===== src/rtl/buffer_reader.sv =====
`default_nettype none
// ============================================================================
// Module   : buffer_reader
// Purpose  : Read-side companion to the sample buffer. On a start pulse it
//            freezes the buffer's min/max/avg statistics, sweeps the buffer
//            read address across sampleCount entries and streams the frame
//            HEADER, min, max, avg, samples[, checksum] over a valid/ready
//            handshake at up to one byte per cycle.
// Revision : 1.0 - initial release
// ----------------------------------------------------------------------------
// Parameters:
//   addressWidth  width of the buffer read address
//   sampleCount   samples per frame, 1..2**addressWidth
//   HEADER        first byte of every frame
// Ports:
//   clk       in   single clock, rising edge
//   reset     in   synchronous active-high reset
//   start     in   frame request, honoured only in IDLE
//   address   out  buffer read address (points at the next sample to load)
//   buff_out  in   buffer read data, combinational from address
//   buff_min  in   buffer minimum statistic
//   buff_max  in   buffer maximum statistic
//   buff_avg  in   buffer average statistic
//   tx_data   out  frame byte (registered)
//   tx_valid  out  tx_data valid (registered)
//   tx_ready  in   downstream accepts the byte
//   busy      out  frame in progress
//   done      out  one-cycle pulse after the final byte is accepted
// Configuration:
//   BUFFER_READER_CHECKSUM_EN  when defined, appends an 8-bit XOR of every
//                              preceding frame byte as the last byte.
// ============================================================================
module buffer_reader #(
  parameter int         addressWidth = 8,
  parameter int         sampleCount  = 8,
  parameter logic [7:0] HEADER       = 8'hA5
) (
  input  logic                    clk,
  input  logic                    reset,
  input  logic                    start,
  output logic [addressWidth-1:0] address,
  input  logic [7:0]              buff_out,
  input  logic [7:0]              buff_min,
  input  logic [7:0]              buff_max,
  input  logic [7:0]              buff_avg,
  output logic [7:0]              tx_data,
  output logic                    tx_valid,
  input  logic                    tx_ready,
  output logic                    busy,
  output logic                    done
);

  // One extra bit so sampleCount == 2**addressWidth is representable.
  localparam logic [addressWidth:0] LAST_IDX = (addressWidth+1)'(sampleCount);

  typedef enum logic [2:0] {
    IDLE = 3'd0,
    HDR  = 3'd1,
    MIN  = 3'd2,
    MAX  = 3'd3,
    AVG  = 3'd4,
    SAMP = 3'd5,
`ifdef BUFFER_READER_CHECKSUM_EN
    CSUM = 3'd6,
`endif
    DONE = 3'd7
  } state_t;

  state_t                  state, state_next;
  logic [7:0]              tx_data_next;
  logic                    tx_valid_next;
  logic [addressWidth-1:0] address_next;
  logic [addressWidth:0]   idx, idx_next, idx_inc;   // samples loaded so far
  logic [7:0]              snap_min, snap_max, snap_avg;
  logic                    snap_load;
  logic                    xfer;

`ifdef BUFFER_READER_CHECKSUM_EN
  logic [7:0]              csum, csum_next;
`endif

  assign xfer    = tx_valid & tx_ready;
  assign idx_inc = idx + 1'b1;
  assign busy    = (state != IDLE) && (state != DONE);
  assign done    = (state == DONE);

  always_ff @(posedge clk) begin
    if (reset) begin
      state    <= IDLE;
      tx_data  <= '0;
      tx_valid <= 1'b0;
      address  <= '0;
      idx      <= '0;
      snap_min <= '0;
      snap_max <= '0;
      snap_avg <= '0;
`ifdef BUFFER_READER_CHECKSUM_EN
      csum     <= '0;
`endif
    end else begin
      state    <= state_next;
      tx_data  <= tx_data_next;
      tx_valid <= tx_valid_next;
      address  <= address_next;
      idx      <= idx_next;
      if (snap_load) begin
        snap_min <= buff_min;
        snap_max <= buff_max;
        snap_avg <= buff_avg;
      end
`ifdef BUFFER_READER_CHECKSUM_EN
      csum     <= csum_next;
`endif
    end
  end

  always_comb begin
    state_next    = state;
    tx_data_next  = tx_data;
    tx_valid_next = tx_valid;
    address_next  = address;
    idx_next      = idx;
    snap_load     = 1'b0;
`ifdef BUFFER_READER_CHECKSUM_EN
    csum_next     = csum;
    // Fold every accepted byte except the checksum itself.
    if (xfer && (state != CSUM))
      csum_next = csum ^ tx_data;
`endif

    case (state)
      IDLE: begin
        if (start) begin
          snap_load     = 1'b1;
          tx_data_next  = HEADER;
          tx_valid_next = 1'b1;
          address_next  = '0;
          idx_next      = '0;
`ifdef BUFFER_READER_CHECKSUM_EN
          csum_next     = '0;
`endif
          state_next    = HDR;
        end
      end
      HDR: begin
        if (xfer) begin
          tx_data_next = snap_min;
          state_next   = MIN;
        end
      end
      MIN: begin
        if (xfer) begin
          tx_data_next = snap_max;
          state_next   = MAX;
        end
      end
      MAX: begin
        if (xfer) begin
          tx_data_next = snap_avg;
          state_next   = AVG;
        end
      end
      AVG: begin
        // address is 0 here, so buff_out already presents sample 0.
        if (xfer) begin
          tx_data_next = buff_out;
          idx_next     = (addressWidth+1)'(1);
          address_next = (LAST_IDX == (addressWidth+1)'(1)) ? '0 : addressWidth'(1);
          state_next   = SAMP;
        end
      end
      SAMP: begin
        if (xfer) begin
          if (idx == LAST_IDX) begin
            idx_next      = '0;
`ifdef BUFFER_READER_CHECKSUM_EN
            tx_data_next  = csum_next;
            state_next    = CSUM;
`else
            tx_data_next  = '0;
            tx_valid_next = 1'b0;
            state_next    = DONE;
`endif
          end else begin
            tx_data_next = buff_out;
            idx_next     = idx_inc;
            // Park the address at 0 once the last sample has been loaded.
            address_next = (idx_inc == LAST_IDX) ? '0 : idx_inc[addressWidth-1:0];
          end
        end
      end
`ifdef BUFFER_READER_CHECKSUM_EN
      CSUM: begin
        if (xfer) begin
          tx_data_next  = '0;
          tx_valid_next = 1'b0;
          state_next    = DONE;
        end
      end
`endif
      DONE: begin
        state_next = IDLE;
      end
      default: begin
        state_next    = IDLE;
        tx_valid_next = 1'b0;
        tx_data_next  = '0;
        address_next  = '0;
        idx_next      = '0;
      end
    endcase
  end

endmodule
`default_nettype wire


===== config.mk =====
export PLATFORM = sky130hd
export DESIGN_NAME = buffer_reader
export DESIGN_NICKNAME = d
export VERILOG_FILES = /design/src/rtl/buffer_reader.sv
export SDC_FILE = /design/constraint.sdc
export NUM_CORES = 1
export LEC_CHECK = 0
export ABC_CLOCK_PERIOD_IN_PS = 1800
export CORE_UTILIZATION = 48
export CTS_BUF_LIST = sky130_fd_sc_hd__clkbuf_2
export CTS_CLUSTER_SIZE = 20
export DETAILED_ROUTE_END_ITERATION = 8
export PLACE_DENSITY = 0.79
export SLEW_MARGIN = 20
export SYNTH_ARGS = -nofsm -noshare
export SYNTH_HDL_FRONTEND = slang
export SYNTH_SLANG_ARGS = --single-unit

===== constraint.sdc =====
create_clock -name clk -period 1.8 [get_ports clk]
set_input_delay 0.36 -clock clk [delete_from_list [all_inputs] [get_ports clk]]
set_output_delay 0.36 -clock clk [all_outputs]
set_load 0.05 [all_outputs]

# Yosys cells after proc, flatten, opt, wreduce, memory -nomap -nowiden
# Index checks and enable logic that the tools add are counted.
# word_totals
inputBits	36
regBits	53
word_cells	73
out_inout_bits	19
# op_classes
reduce_logical	10
eq_ne	17
bitwise_logic	4
mux	33
n_addsub	1
# ops
op	count
$mux W8	12
$pmux W8 S7	1
$mux W9	4
$pmux W9 S4	1
$pmux W8 S4	1
$mux W3	7
$eq A9 B4 Y1 const B	2
$pmux W3 S6	1
$ne A2 B2 Y1 const B	8
$reduce_and A7 Y1	2
$add A9 B1 Y9 const B	1
$eq A3 B3 Y1 const B	3
$reduce_and A4 Y1	2
$eq A3 B2 Y1 const B	2
$mux W1	5
$reduce_and A5 Y1	1
$reduce_or A5 Y1	1
$reduce_or A4 Y1	1
$eq A3 B1 Y1 const B	1
$logic_not A3 Y1	1
$ne A3 B3 Y1 const B	1
$not A1 Y1	3
$pmux W1 S3	1
$reduce_bool A3 Y1	1
2 further kinds	2

# Depth between registers and ports, before layout
# depth
depth_word	6
ltp_mapped	6

# Worst setup path before layout
# Ideal clock, no wire load.
# synth_path
kind	register to output
from	reg state[1]
to	out busy
arrival_ns	1.825
slack_ns	-0.385
required_time_ns	1.440
path_stages_with_launch	5
path_cell_list	dfxtp_1 > clkbuf_1 > clkbuf_1 > and3_1 > nor2_1
# synth_via
elab_chain_len	2
word_cells_on_any_way	3
# synth_rtl
element	line	text
from (decl)	69	state_t state, state_next;
from (signal assigned)	101	state <= state_next;
$ne A3 B3 Y1 / $reduce_bool A3 Y1 (equally long branches)	84	assign busy = (state != IDLE) && (state != DONE);
$logic_and A1 B1 Y1 *	84	
to (decl)	49	output logic busy,
# Every way passes the cells marked *; elsewhere a longest branch is shown, timed or not.

# Worst setup path after layout
# layout_path
from	reg idx[1]
to	reg address[0]
# layout_via
elab_chain_len	6
word_cells_on_any_way	9
# layout_rtl
element	line	text
from (decl)	73	logic [addressWidth:0] idx, idx_next, idx_inc;
from (signal assigned)	105	idx <= idx_next;
$add A9 B1 Y9	83	assign idx_inc = idx + 1'b1;
$eq A9 B4 Y1	188	address_next = (idx_inc == LAST_IDX) ? '0 : idx_inc[addressWidth-1:0];
$mux W8	188	
$mux W8	174	if (idx == LAST_IDX) begin
$mux W8	173	if (xfer) begin
$pmux W8 S4	131	case (state)
to (signal assigned)	104	address <= address_next;
to (decl)	41	output logic [addressWidth-1:0] address,
# Parallel ways exist; a longest one is shown, timed or not. The select of a mux whose other input is x is not followed.
# A chain may end at the register's enable or synchronous reset.

==> metrics.yaml <==
sta:
  finalSetupViolations: 0
  max_freq_mhz: 556
  tightestPinTransition_ps: 403
  min_period_ps: 1800
  rsz0062_at_grt: "yes"
  relSlewSlack: 0.731
  drv_slew: 0
  fin_skew_ps: 3.51
  post-route-period-util: 1.00
  hold_slack_ps: 446
  hold_viol_final: 0
final_layout:
  fin_nets: 434
  final_layout_size_suffix_gt1_frac: 0.242
  final_cell_mix: "65 x nand2_1, 52 x buf_4, 47 x a21oi_1, 47 x dfxtp_1, 35 x clkdlybuf4s50_1"
  syn2layout_area_growth_pct: 37.6
  layout_commonest_cell: "nand2_1"
  n_antenna_cell: 0
synth:
  synth_warnings: 0
  ys_async_sr_fraction: 0
  ys_seq_area_frac: 0.408
  synth_enable_flop_cells: 0
  synthCells: 320
  ys_ff_latch: 53
  synth_area_sq_mm: 0.00260
  netlist-cell-type-count: 53
  avgSynthCellArea_sq_um: 8.12
  syn_nets: 358
  synth-main-ff-cell: "dfxtp_1"
clocking:
  cts-root-buf: "clkbuf_2"
  path_clk_slew_ps: 240
  numCtsBuffers: 5
  clock-sinks: 53
  cts-htree-levels: 2
  cts_tree: "yes"
  clk_path_buf_depth: 2
  clkLatencyLatePin_ps: 420
setup_path:
  cpMaxStageDelayCell: "or4bb_4"
  crit_arrival_ps: 2130
  cp.required_ps: 2140
  critical_path.top_delay_family: "simple AND/OR/NAND/NOR gates"
  crit_top_cell: "buf_6"
  critical_path.cell_chain: "inv_2 > ha_4 > or4bb_4 > nor3_4 > buf_6 > buf_6 > o21bai_1 > o311a_1"
  startpoint_type: "register"
  crit_fanout: 2
  max_stage_delay_ps: 480
  crit_buf_inv: 3
  cp-end-kind: "register"
  path_class: "register to register"
floorplanning:
  die_y_microns: 75.6
  start_util: 0.503
  rows: 26
  core-area_sq_mm: 0.00517
  die_x_microns: 75.6
  fp.dieArea_sq_mm: 0.00571
  io_pins: 55
routing:
  viasPerCell: 5.52
  drc: 0
  drt_pass1_iterations: 4
  dr_total_vias: 2577
  ant_nets: 0
  wirelength_mm: 6.80
  wl_per_cell_microns: 14.6
  drt_first_iter_violations: 172
run_status:
  outcome: "finished clean"
grt:
  antenna_found_initial: 0
  grt_pass1_wl_mm: 11.0
  grt_max_degree: 26
  track_usage: 0.255
  grt-ovfl-total: 0
  first_global_vias: 2278
power_and_ir_drop:
  finalPower_mw: 2.44
  power.leakage_nw: 1.36
  ir_worst_vdd_mv: 0.387
  power_density_mw_per_mm2: 682
place:
  numPortBuffers: 54
  hpwlAfterDp_mm: 4.88
  gp_congestion: 0.858
min_path:
  hp-class: "input port to register"
run:
  cap_violations: 0
final timing paths:
path	cells past startpoint	slack (ps)	startpoint	to
hold reg to reg	2	470	snap_avg[1]$_SDFFE_PP0P_	snap_avg[1]$_SDFFE_PP0P_
setup / recovery	8	0.7	idx[1]$_SDFFE_PP0P_	address[0]$_SDFFE_PP0P_
hold / removal	3	450	buff_max[1]	snap_max[1]$_SDFFE_PP0P_
setup reg to reg	8	0.7	idx[1]$_SDFFE_PP0P_	address[0]$_SDFFE_PP0P_
per-layer routing:
metal / part of all wire / vias to the layer above / track usage
met5: 0 / - / 0
met4: 0.011 / 0 / 0.0720
met3: 0.059 / 5 / 0.0410
met2: 0.45 / 87 / 0.388
met1: 0.48 / 1186 / 0.375
li1: - / 1299 / -
sequential cells by signal, summed over array words and instances (netlist names):
register  count
address       8
idx           9
snap_avg      8
snap_max      8
snap_min      8
state         3
tx_data       8
tx_valid      1
through the flow:
stage / util / cells / TNS (ps) / setup slack (ps) / instance area [sq um]
after floorplan: - / 320 / 0 / 16.7 / 2610
after global placement: 0.651 / 453 / -3490 / -95.8 / 3370
after detailed placement: 0.651 / 453 / -4950 / -150 / 3370
after CTS: 0.674 / 464 / 0 / 5.60 / 3490
after global routing: 0.692 / 467 / -106 / -43.1 / 3580
final: 0.692 / 467 / 0 / 0.749 / 3580
cell usage after synthesis (2+ instances only):
| library cell | number | area, sq um |
|---|---|---|
| o2bb2ai_1 | 8 | 70.1 |
| nand2_1 | 65 | 244 |
| clkbuf_1 | 12 | 45.0 |
| mux2i_1 | 5 | 50.1 |
| inv_1 | 10 | 37.5 |
| xnor2_1 | 3 | 26.3 |
| mux2_2 | 4 | 45.0 |
| a21oi_1 | 47 | 235 |
| o21a_1 | 5 | 37.5 |
| or3_1 | 6 | 37.5 |
| a31oi_1 | 2 | 12.5 |
| a2bb2oi_1 | 4 | 35.0 |
| dfxtp_1 | 53 | 1060 |
| ha_1 | 2 | 25.0 |
| nor2_1 | 6 | 22.5 |
| buf_1 | 2 | 7.51 |
| and3_1 | 2 | 12.5 |
| o211ai_1 | 4 | 30.0 |
| o32ai_1 | 2 | 17.5 |
| buf_2 | 8 | 40.0 |
| a211oi_1 | 3 | 22.5 |
| a22oi_1 | 3 | 22.5 |
| nand3_1 | 11 | 55.1 |
| a221oi_1 | 5 | 43.8 |
| nand4_1 | 3 | 18.8 |
| o21ai_0 | 10 | 50.1 |
| nor3_1 | 7 | 35.0 |
| and3b_1 | 3 | 26.3 |
worst reg2reg max path: stages, from the launching register on:
cell and delay (ps):
dfxtp_2 380, inv_2 60, ha_4 130, or4bb_4 480, nor3_4 220, buf_6 130, buf_6 90, o21bai_1 70
o311a_1 150
layout make-up:
type | instances | area [sq um]
Fill cell | 445 | 1590
Multi-Input combinational cell | 233 | 1480
Sequential cell | 53 | 1080
Timing Repair Buffer | 93 | 835
Tap cell | 70 | 87.6
Inverter | 10 | 37.5
Clock inverter | 2 | 33.8
Clock buffer | 6 | 30.0
cells by family after synthesis:
family / after synthesis / synth area share
compound gates: 101 / 0.248
xor+xnor: 4 / 0.0135
fa+ha+maj: 2 / 0.00962
buf+inv: 34 / 0.0563
flops: 53 / 0.408
mux: 9 / 0.0366
simple gates: 117 / 0.228
repair_timing:
action                                  in CTS  in global routing
resized for setup                           11                 17
endpoints found under the setup margin      15                 20
buffers inserted                             4                  3
hold buffers                                 0                  0
pin swaps                                    2                  7
report_power, final:
part / switching (mW) / internal, mW / leakage (nW)
Combinational: 0.315 / 0.265 / 0.881
Clock: 0.352 / 0.236 / 0.0406
Sequential: 0.0381 / 1.23 / 0.436
Note: power is estimated with default switching activity, not from simulation.
